<file path="src/rtl/product_accumulator.sv">
// Sums COUNT unsigned products into a saturating accumulator and presents the
// result with a valid/ready handshake; the next block starts after the result is taken.
module product_accumulator #(
   parameter int WIDTH     = 8,
   parameter int COUNT     = 4,
   parameter int ACC_WIDTH = 24
) (
   input  logic                   clk,
   input  logic                   rst_n,
   input  logic                   in_valid,
   output logic                   in_ready,
   input  logic [2*WIDTH-1:0]     in_product,
   input  logic                   acc_clr,
   output logic                   out_valid,
   input  logic                   out_ready,
   output logic [ACC_WIDTH-1:0]   out_sum,
   output logic                   out_overflow
);

   localparam int CNT_W = $clog2(COUNT) + 1;
   localparam logic [CNT_W-1:0] CNT_LAST = CNT_W'(COUNT - 1);
   localparam logic [CNT_W-1:0] CNT_ONE  = CNT_W'(1'b1);

   typedef enum logic [0:0] {
      ST_ACCUM = 1'b0,
      ST_HOLD  = 1'b1
   } state_t;

   state_t                 state_r, state_s;
   logic [ACC_WIDTH-1:0]   acc_r, acc_s;
   logic [CNT_W-1:0]       cnt_r, cnt_s;
   logic                   ovf_r, ovf_s;
   logic                   out_valid_r, out_valid_s;
   logic [ACC_WIDTH-1:0]   out_sum_r, out_sum_s;
   logic                   out_ovf_r, out_ovf_s;

   logic [ACC_WIDTH:0]     prod_ext_s;
   logic [ACC_WIDTH:0]     sum_wide_s;
   logic [ACC_WIDTH-1:0]   sat_sum_s;
   logic                   sat_ovf_s;
   logic                   in_ready_s;

   // Acceptance: only while accumulating, not clearing, and never during reset
   assign in_ready_s = rst_n && (state_r == ST_ACCUM) && !acc_clr;

   // Saturating adder; once the sticky bit is set the accumulator stays pinned at all-ones
   always_comb begin
      prod_ext_s = {{(ACC_WIDTH - 2*WIDTH + 1){1'b0}}, in_product};
      sum_wide_s = {1'b0, acc_r} + prod_ext_s;
      if (sum_wide_s[ACC_WIDTH] || ovf_r) begin
         sat_sum_s = {ACC_WIDTH{1'b1}};
         sat_ovf_s = 1'b1;
      end else begin
         sat_sum_s = sum_wide_s[ACC_WIDTH-1:0];
         sat_ovf_s = 1'b0;
      end
   end

   // Next-state and next-output logic
   always_comb begin
      state_s     = state_r;
      acc_s       = acc_r;
      cnt_s       = cnt_r;
      ovf_s       = ovf_r;
      out_valid_s = out_valid_r;
      out_sum_s   = out_sum_r;
      out_ovf_s   = out_ovf_r;
      case (state_r)
         ST_ACCUM: begin
            if (acc_clr) begin
               acc_s = '0;
               cnt_s = '0;
               ovf_s = 1'b0;
            end else if (in_valid) begin
               acc_s = sat_sum_s;
               ovf_s = sat_ovf_s;
               cnt_s = cnt_r + CNT_ONE;
               if (cnt_r == CNT_LAST) begin
                  state_s     = ST_HOLD;
                  out_valid_s = 1'b1;
                  out_sum_s   = sat_sum_s;
                  out_ovf_s   = sat_ovf_s;
               end else begin
                  state_s = ST_ACCUM;
               end
            end else begin
               state_s = ST_ACCUM;
            end
         end
         ST_HOLD: begin
            if (out_ready) begin
               state_s     = ST_ACCUM;
               acc_s       = '0;
               cnt_s       = '0;
               ovf_s       = 1'b0;
               out_valid_s = 1'b0;
            end else begin
               state_s = ST_HOLD;
            end
         end
         default: begin
            state_s     = ST_ACCUM;
            acc_s       = '0;
            cnt_s       = '0;
            ovf_s       = 1'b0;
            out_valid_s = 1'b0;
         end
      endcase
   end

   // State and output registers with synchronous active-low reset
   always_ff @(posedge clk) begin
      if (!rst_n) begin
         state_r     <= ST_ACCUM;
         acc_r       <= '0;
         cnt_r       <= '0;
         ovf_r       <= 1'b0;
         out_valid_r <= 1'b0;
         out_sum_r   <= '0;
         out_ovf_r   <= 1'b0;
      end else begin
         state_r     <= state_s;
         acc_r       <= acc_s;
         cnt_r       <= cnt_s;
         ovf_r       <= ovf_s;
         out_valid_r <= out_valid_s;
         out_sum_r   <= out_sum_s;
         out_ovf_r   <= out_ovf_s;
      end
   end

   assign in_ready     = in_ready_s;
   assign out_valid    = out_valid_r;
   assign out_sum      = out_sum_r;
   assign out_overflow = out_ovf_r;

endmodule
</file>
<file path="config.mk">
export PLATFORM = sky130hd
export DESIGN_NAME = product_accumulator
export DESIGN_NICKNAME = d
export VERILOG_FILES = /design/src/rtl/product_accumulator.sv
export SDC_FILE = /design/constraint.sdc
export NUM_CORES = 1
export LEC_CHECK = 0
export CELL_PAD_IN_SITES_DETAIL_PLACEMENT = 0
export CELL_PAD_IN_SITES_GLOBAL_PLACEMENT = 1
export CORE_ASPECT_RATIO = 0.8
export CORE_MARGIN = 8
export CORE_UTILIZATION = 36
export CTS_BUF_LIST = sky130_fd_sc_hd__clkbuf_16
export CTS_CLUSTER_DIAMETER = 120
export DETAILED_ROUTE_END_ITERATION = 12
export PLACE_DENSITY = 0.81
export SKIP_LAST_GASP = 1
export SLEW_MARGIN = 5
export SYNTH_ARGS = -nofsm -noshare
export SYNTH_HDL_FRONTEND = slang
export SYNTH_SLANG_ARGS = --single-unit
</file>
<file path="constraint.sdc">
create_clock -name clk -period 2.58 [get_ports clk]
set_input_delay 0.516 -clock clk [delete_from_list [all_inputs] [get_ports clk]]
set_output_delay 0.516 -clock clk [all_outputs]
set_load 0.01 [all_outputs]
</file>
==> results by group, run 1 <==
Clock network
  – CTS max path bufs: 2
  – CTS Sinks: 55
  – CTS tree: done
  – # hold bufs at CTS: 0
  – CTS clk-pin slew, worst paths: 0.07 ns
  – Clk_lat worst skew: 0.29 ns
  – Clock root buffer: clkbuf_16
  – CTS Buf Count: 5
  – CTS H-tree lvls: 2

Setup path
  – Crit path buf inv count: 3
  – Crit path max fanout: 8
  – Critical Path AT: 2.74 ns
  – Slowest cell delay on critical path: 0.42 ns
  – Crit start category: input port
  – Crit-path cells: clkdlybuf4s50_1, ha_1, o211ai_1, nor2_2, a41oi_2, a21oi_4, buf_6, nand2_2, buf_4, or3_1, nand4_1
  – Crit path kind: input port to flop
  – Crit path capture type: flop
  – CP required: 2.81 ns
  – Slowest CP cell: clkdlybuf4s50_1
  – Critical path's top delay family: buffers and inverters

Timing
  – Period utilization: 0.9738
  – Hold Fails Final Rpt: 0
  – Slew Limit Headroom: 0.5522
  – Fmax achieved: 398.0 MHz
  – Final Critical Period: 2.512 ns
  – Endpoints failing setup: 0
  – Setup WS post-layout: 0.06750 ns
  – Unrepaired setup endpoints after global routing: true
  – Worst hold slack: 0.4687 ns
  – Worst-case clock skew: 0.006058 ns
  – Worst Max-Slew Pin Slew: 0.6692 ns
  – Slew Limit Fails: 0
  – Setup tns final: 0 ns

Placement
  – Post-DP Area: 3970 sq um
  – Dpl cells: 566
  – HPWL Detailed: 6891 um
  – IO buf count: 47
  – DP Worst Slack: -0.6936 ns
  – Placer Congestion: 0.8793

Final layout
  – Fin cells: 585
  – Fin area: 4566 sq um
  – Diode count: 0
  – Fill cell count: 784
  – Layout cells sized above 1: 0.2558
  – Area Overhead vs Synth: 45.15%
  – Final nets: 513
  – Multi-input logic area: 2197 sq um
  – Final Util: 0.5382
  – Sequential cell area: 1101 sq um

Job
  – Max-cap check violation count: 0

Routing
  – Detailed-route wire length: 10010 um
  – Initial DRC count: 180
  – Via count: 3230
  – WL met2: 4343 um
  – Antenna Nets Post-Route: 0
  – Routed length per instance: 17.11 um
  – Top layer in use: met4
  – Met1 WL: 4879 um
  – Pre-antenna DRT Iters: 4
  – DRC: 0
  – Avg Vias per Cell: 5.521
  – Met3 wire len: 662 um

Pwr
  – Power Dens Cells: 447.1 nW/um^2
  – Reg power frac: 0.429
  – Max VDD drop: 329.5 uV
  – Pleak: 1.856 nW
  – Clock power share: 0.373
  – Switching share of power: 0.2590
  – Int Pwr: 1.512 mW
  – Psw: 0.5287 mW
  – Comb pwr share: 0.199
  – Tot Pwr: 2.041 mW

Logic synthesis
  – Most used DFF post-synth: dfxtp_1
  – Syn nets: 425
  – Ys async rst share: 0
  – Synth Instances: 385
  – EDFF count, synth: 0
  – Post-synthesis sequential element count: 55
  – Post-Syn Area: 3146 sq um
  – Synth cell types: 52
  – Seq/Total Area, Yosys: 0.3500
  – YS warnings: 0
  – Mapped Avg Cell Area: 8.170 sq um

Floorplanning
  – Ports: 48
  – Die area: 12000 sq um
  – Effective utilization at floorplan: 0.3708
  – Chip width: 120.5 um
  – Core box area: 8483 sq um
  – Rows: 30
  – Die H: 99.61 um

Global routing
  – GR Overflow Total: 0
  – Initial antenna violation count: 0
  – Vias in the first global route: 3063
  – Total Routing Usage GR: 0.1602
  – First-pass GRT wire length: 15580 um
  – Largest net degree at the start of global routing: 22

Status
  – Outcome: complete, no violations

Hold path
  – Hold WC Path Type: flop to flop
-- final timing paths --
check	slack [ns]	start	end	depth (start not counted)
hold reg to reg	0.47	acc_r[4]	acc_r[4]	2
hold / removal	0.47	acc_r[4]	acc_r[4]	2
setup reg to reg	0.13	acc_r[0]	acc_r[23]	10
setup / recovery	0.07	in_product[4]	acc_r[22]	11
-- what timing repair did --
action                                  4_1_cts  5_1_grt
gates resized for setup                      14       45
pin swaps                                     7       27
gates cloned                                  2        0
endpoints found under the setup margin       49       38
buffers inserted                              3        7
-- placed cells by master (no fill, tap or decap), types with 5 or more instances in the layout --
master and n:
dlymetal6s2s_1 12, inv_1 10, nand4_1 8, a31oi_1 5
xor2_1 13, o211ai_1 7, nor2_1 35, nand3_1 9
a21o_1 7, clkbuf_16 5, a211oi_2 9, ha_4 14
nand2_1 41, dfxtp_1 55, o21ai_0 38, a21oi_1 31
buf_4 56, clkdlybuf4s50_1 34, nor3_1 7
-- worst min-delay path, delay by kind of cell (launching register included) --
kind               cells  cell delay [ns]
and+or+nand+nor        1             0.05
DFF                    1             0.34
AOI/OAI and AO/OA      1             0.06
-- power groups by stage --
| stage | logic (mW) | clock network [mW] | registers [mW] |
|---|---|---|---|
| 2_1_floorplan | 0.199 | 0 | 0.887 |
| 3_3_place_gp | 0.330 | 0 | 0.889 |
| 3_5_place_dp | 0.334 | 0 | 0.889 |
| 4_1_cts | 0.348 | 0.775 | 0.869 |
| 5_1_grt | 0.438 | 0.807 | 0.876 |
| 6_report | 0.405 | 0.761 | 0.875 |
-- cells by family (layout without fill, tap and decap cells) --
group	Yosys count	count (layout)	share of synthesized area
compound gates	134	136	0.2864
simple gates	122	122	0.1706
flops	55	55	0.3500
buf+inv	35	121	0.05768
fa+ha+maj	19	19	0.07796
xor+xnor	17	17	0.04733
mux	3	3	0.009944
-- final cells by class --
type,instances,area share
clock buffer,5,0.02740
tap,112,0.03069
inverter,10,0.008221
timing repair buffer,104,0.2031
multi-input combinational,297,0.4812
clock inverter,2,0.008221
sequential,55,0.2412
-- synthesized netlist by cell type (all sizes together), types with 4 or more instances --
library cell,instances,area [sq um]
clkbuf,11,41.29
o211ai,8,65.06
ha,18,225.2
o21ai,42,210.2
xor2,13,113.9
xnor2,4,35.03
nor2,40,152.6
a31oi,7,43.79
dfxtp,55,1101
a21o,7,52.55
nor3,8,40.04
nand3,11,55.05
a21oi,36,191.4
a211oi,13,142.6
nand2,43,161.4
nand4,8,50.05
buf,14,102.6
inv,10,37.54
-- flip-flops by register name (all words and copies together), names as in the netlist --
| register | cells |
|---|---|
| state_r | 1 |
| ovf_r | 1 |
| out_valid | 1 |
| cnt_r | 3 |
| acc_r | 24 |
| out_sum | 24 |
| out_overflow | 1 |
-- per-layer routing --
metal  up-vias  track usage
met5         -            0
met4         0      0.03927
met3         8      0.03964
met2       103       0.2418
met1      1548       0.2216
li1       1571            -
(Power assumes the default switching activity.)
==> run 2, diff against run 1 <==
--- a/config.mk
+++ b/config.mk
@@ -5,14 +5,13 @@
 export SDC_FILE = /design/constraint.sdc
 export NUM_CORES = 1
 export LEC_CHECK = 0
-export CELL_PAD_IN_SITES_DETAIL_PLACEMENT = 0
-export CELL_PAD_IN_SITES_GLOBAL_PLACEMENT = 1
 export CORE_ASPECT_RATIO = 0.8
 export CORE_MARGIN = 8
-export CORE_UTILIZATION = 36
+export CORE_UTILIZATION = 49
 export CTS_BUF_LIST = sky130_fd_sc_hd__clkbuf_16
 export CTS_CLUSTER_DIAMETER = 120
 export DETAILED_ROUTE_END_ITERATION = 12
+export GPL_TIMING_DRIVEN = 1
 export PLACE_DENSITY = 0.81
 export SKIP_LAST_GASP = 1
 export SLEW_MARGIN = 5
==> run 2 against run 1 <==
Compared with the run above:
- via count rose by 6.7%
- worst hold slack better by 0.023 ns
- critical path type unchanged
- combinational power increased by 2%
- first-iteration DRC count grew 110%
- die area is 23% lower
==> results by group, run 2 (synthesis results as in run 1) <==
Floorplanning
  – Ports: 48
  – Die H: 87.66 um
  – Effective utilization at floorplan: 0.4984
  – Rows: 26
  – Core box area: 6311 sq um
  – Die area: 9255 sq um
  – Chip width: 105.6 um

Final layout
  – Diode count: 0
  – Final nets: 524
  – Most common cell after layout, fill and taps aside: buf_4
  – Area Overhead vs Synth: 45.78%
  – Fill cell count: 420
  – Fin area: 4586 sq um
  – Layout cells sized above 1: 0.2639
  – Most frequent cells in the layout: 65 x buf_4, 55 x dfxtp_1, 43 x nand2_1

Clock network
  – CTS Sinks: 55
  – Clk_lat worst skew: 0.30 ns
  – # hold bufs at CTS: 0
  – CTS clk-pin slew, worst paths: 0.07 ns
  – CTS H-tree lvls: 2
  – CTS tree: done
  – Clock root buffer: clkbuf_16
  – CTS max path bufs: 2
  – CTS Buf Count: 5

Routing
  – Pre-antenna DRT Iters: 5
  – Initial DRC count: 372
  – Detailed-route wire length: 10560 um
  – Via count: 3448
  – Antenna Nets Post-Route: 0
  – DRC: 0
  – Routed length per instance: 18.56 um
  – Avg Vias per Cell: 6.060

Global routing
  – Initial antenna violation count: 0
  – Largest net degree at the start of global routing: 31
  – Total Routing Usage GR: 0.2151
  – First-pass GRT wire length: 16160 um
  – Vias in the first global route: 3257
  – GR Overflow Total: 0

Hold path
  – WHS Path Cells: 2
  – Hold WC Path Type: flop to flop

Pwr
  – Reg power frac: 0.425
  – Pleak: 1.878 nW
  – Clock power share: 0.374
  – Power Dens Cells: 449.9 nW/um^2
  – Switching share of power: 0.2650
  – Psw: 0.5468 mW
  – Comb pwr share: 0.201
  – Int Pwr: 1.516 mW
  – Max VDD drop: 280.4 uV

Setup path
  – Crit path max fanout: 5
  – Crit path capture type: flop
  – Crit start category: input port
  – CP required: 2.82 ns
  – Reg2reg path depth: 9
  – Crit path kind: input port to flop
  – Critical Path AT: 2.78 ns

Timing
  – Worst Max-Slew Pin Slew: 0.4662 ns
  – Period utilization: 0.9859
  – Final Critical Period: 2.544 ns
  – Worst-case clock skew: 0.006595 ns
  – Slew Limit Headroom: 0.6888
  – Setup WS post-layout: 0.03645 ns
  – Endpoints failing setup: 0
  – Fmax achieved: 393.2 MHz
  – Worst hold slack: 0.4916 ns
  – Hold Fails Final Rpt: 0
  – Slew Limit Fails: 0

Placement
  – IO buf count: 47
  – DP Worst Slack: -0.6685 ns
  – HPWL Detailed: 7095 um
  – Post-DP Area: 4038 sq um
  – Placer Congestion: 0.9205

Job
  – Max-cap check violation count: 0

Status
  – Outcome: complete, no violations
run 2: critical path: stages:
cell and delay (ns):
clkdlybuf4s50_1 0.45, ha_4 0.30, buf_4 0.14, nand3_2 0.11, nor3_2 0.27, nand3_2 0.17
a21boi_4 0.25, o211ai_1 0.16, or3_1 0.33, nand4_1 0.08
run 2: per-layer routing:
layer | share of wire | track usage | wire length (um)
met5 | 0 | 0 | 0
met4 | 0.015 | 0.05096 | 154
met3 | 0.087 | 0.05000 | 920
met2 | 0.45 | 0.3508 | 4788
met1 | 0.44 | 0.2821 | 4700
run 2: area by class of cell:
type,count,area (sq um),area share
clock buffer,5,125.1,0.02729
clock inverter,3,38.79,0.008458
inverter,10,37.54,0.008186
multi-input combinational,297,2166,0.4723
sequential,55,1101,0.2401
tap,84,105.1,0.02292
timing repair buffer,115,1012,0.2207
run 2: through the flow:
stage                     TNS [ns]    util  total power, mW  std cells
after floorplan                  0       -            1.086        385
after global placement      -24.87  0.6398            1.236        550
after detailed placement    -27.35  0.6398            1.242        550
after CTS                        0  0.6858            2.002        564
after global routing      -0.01677  0.7266            2.122        569
final                            0  0.7266            2.063        569
run 2: timing repair:
item                       CTS  global route
pin swaps                   12            25
setup buffers                3             5
setup endpoints to repair   48            41
resized for setup           16            37
cloned                       3             0
run 2: worst paths after layout:
check	startpoint	to	slack, ns
min	acc_r[2]	acc_r[2]	0.49
max	in_product[8]	acc_r[21]	0.04
max reg2reg	acc_r[0]	acc_r[17]	0.14
min reg2reg	acc_r[2]	acc_r[2]	0.49
run 2: power groups by stage:
stage	Sequential [mW]	Clock [mW]	Combinational, mW
after floorplan	0.887	0	0.199
final	0.876	0.772	0.415
after CTS	0.871	0.762	0.370
after global routing	0.877	0.800	0.445
after detailed placement	0.891	0	0.351
after global placement	0.890	0	0.346
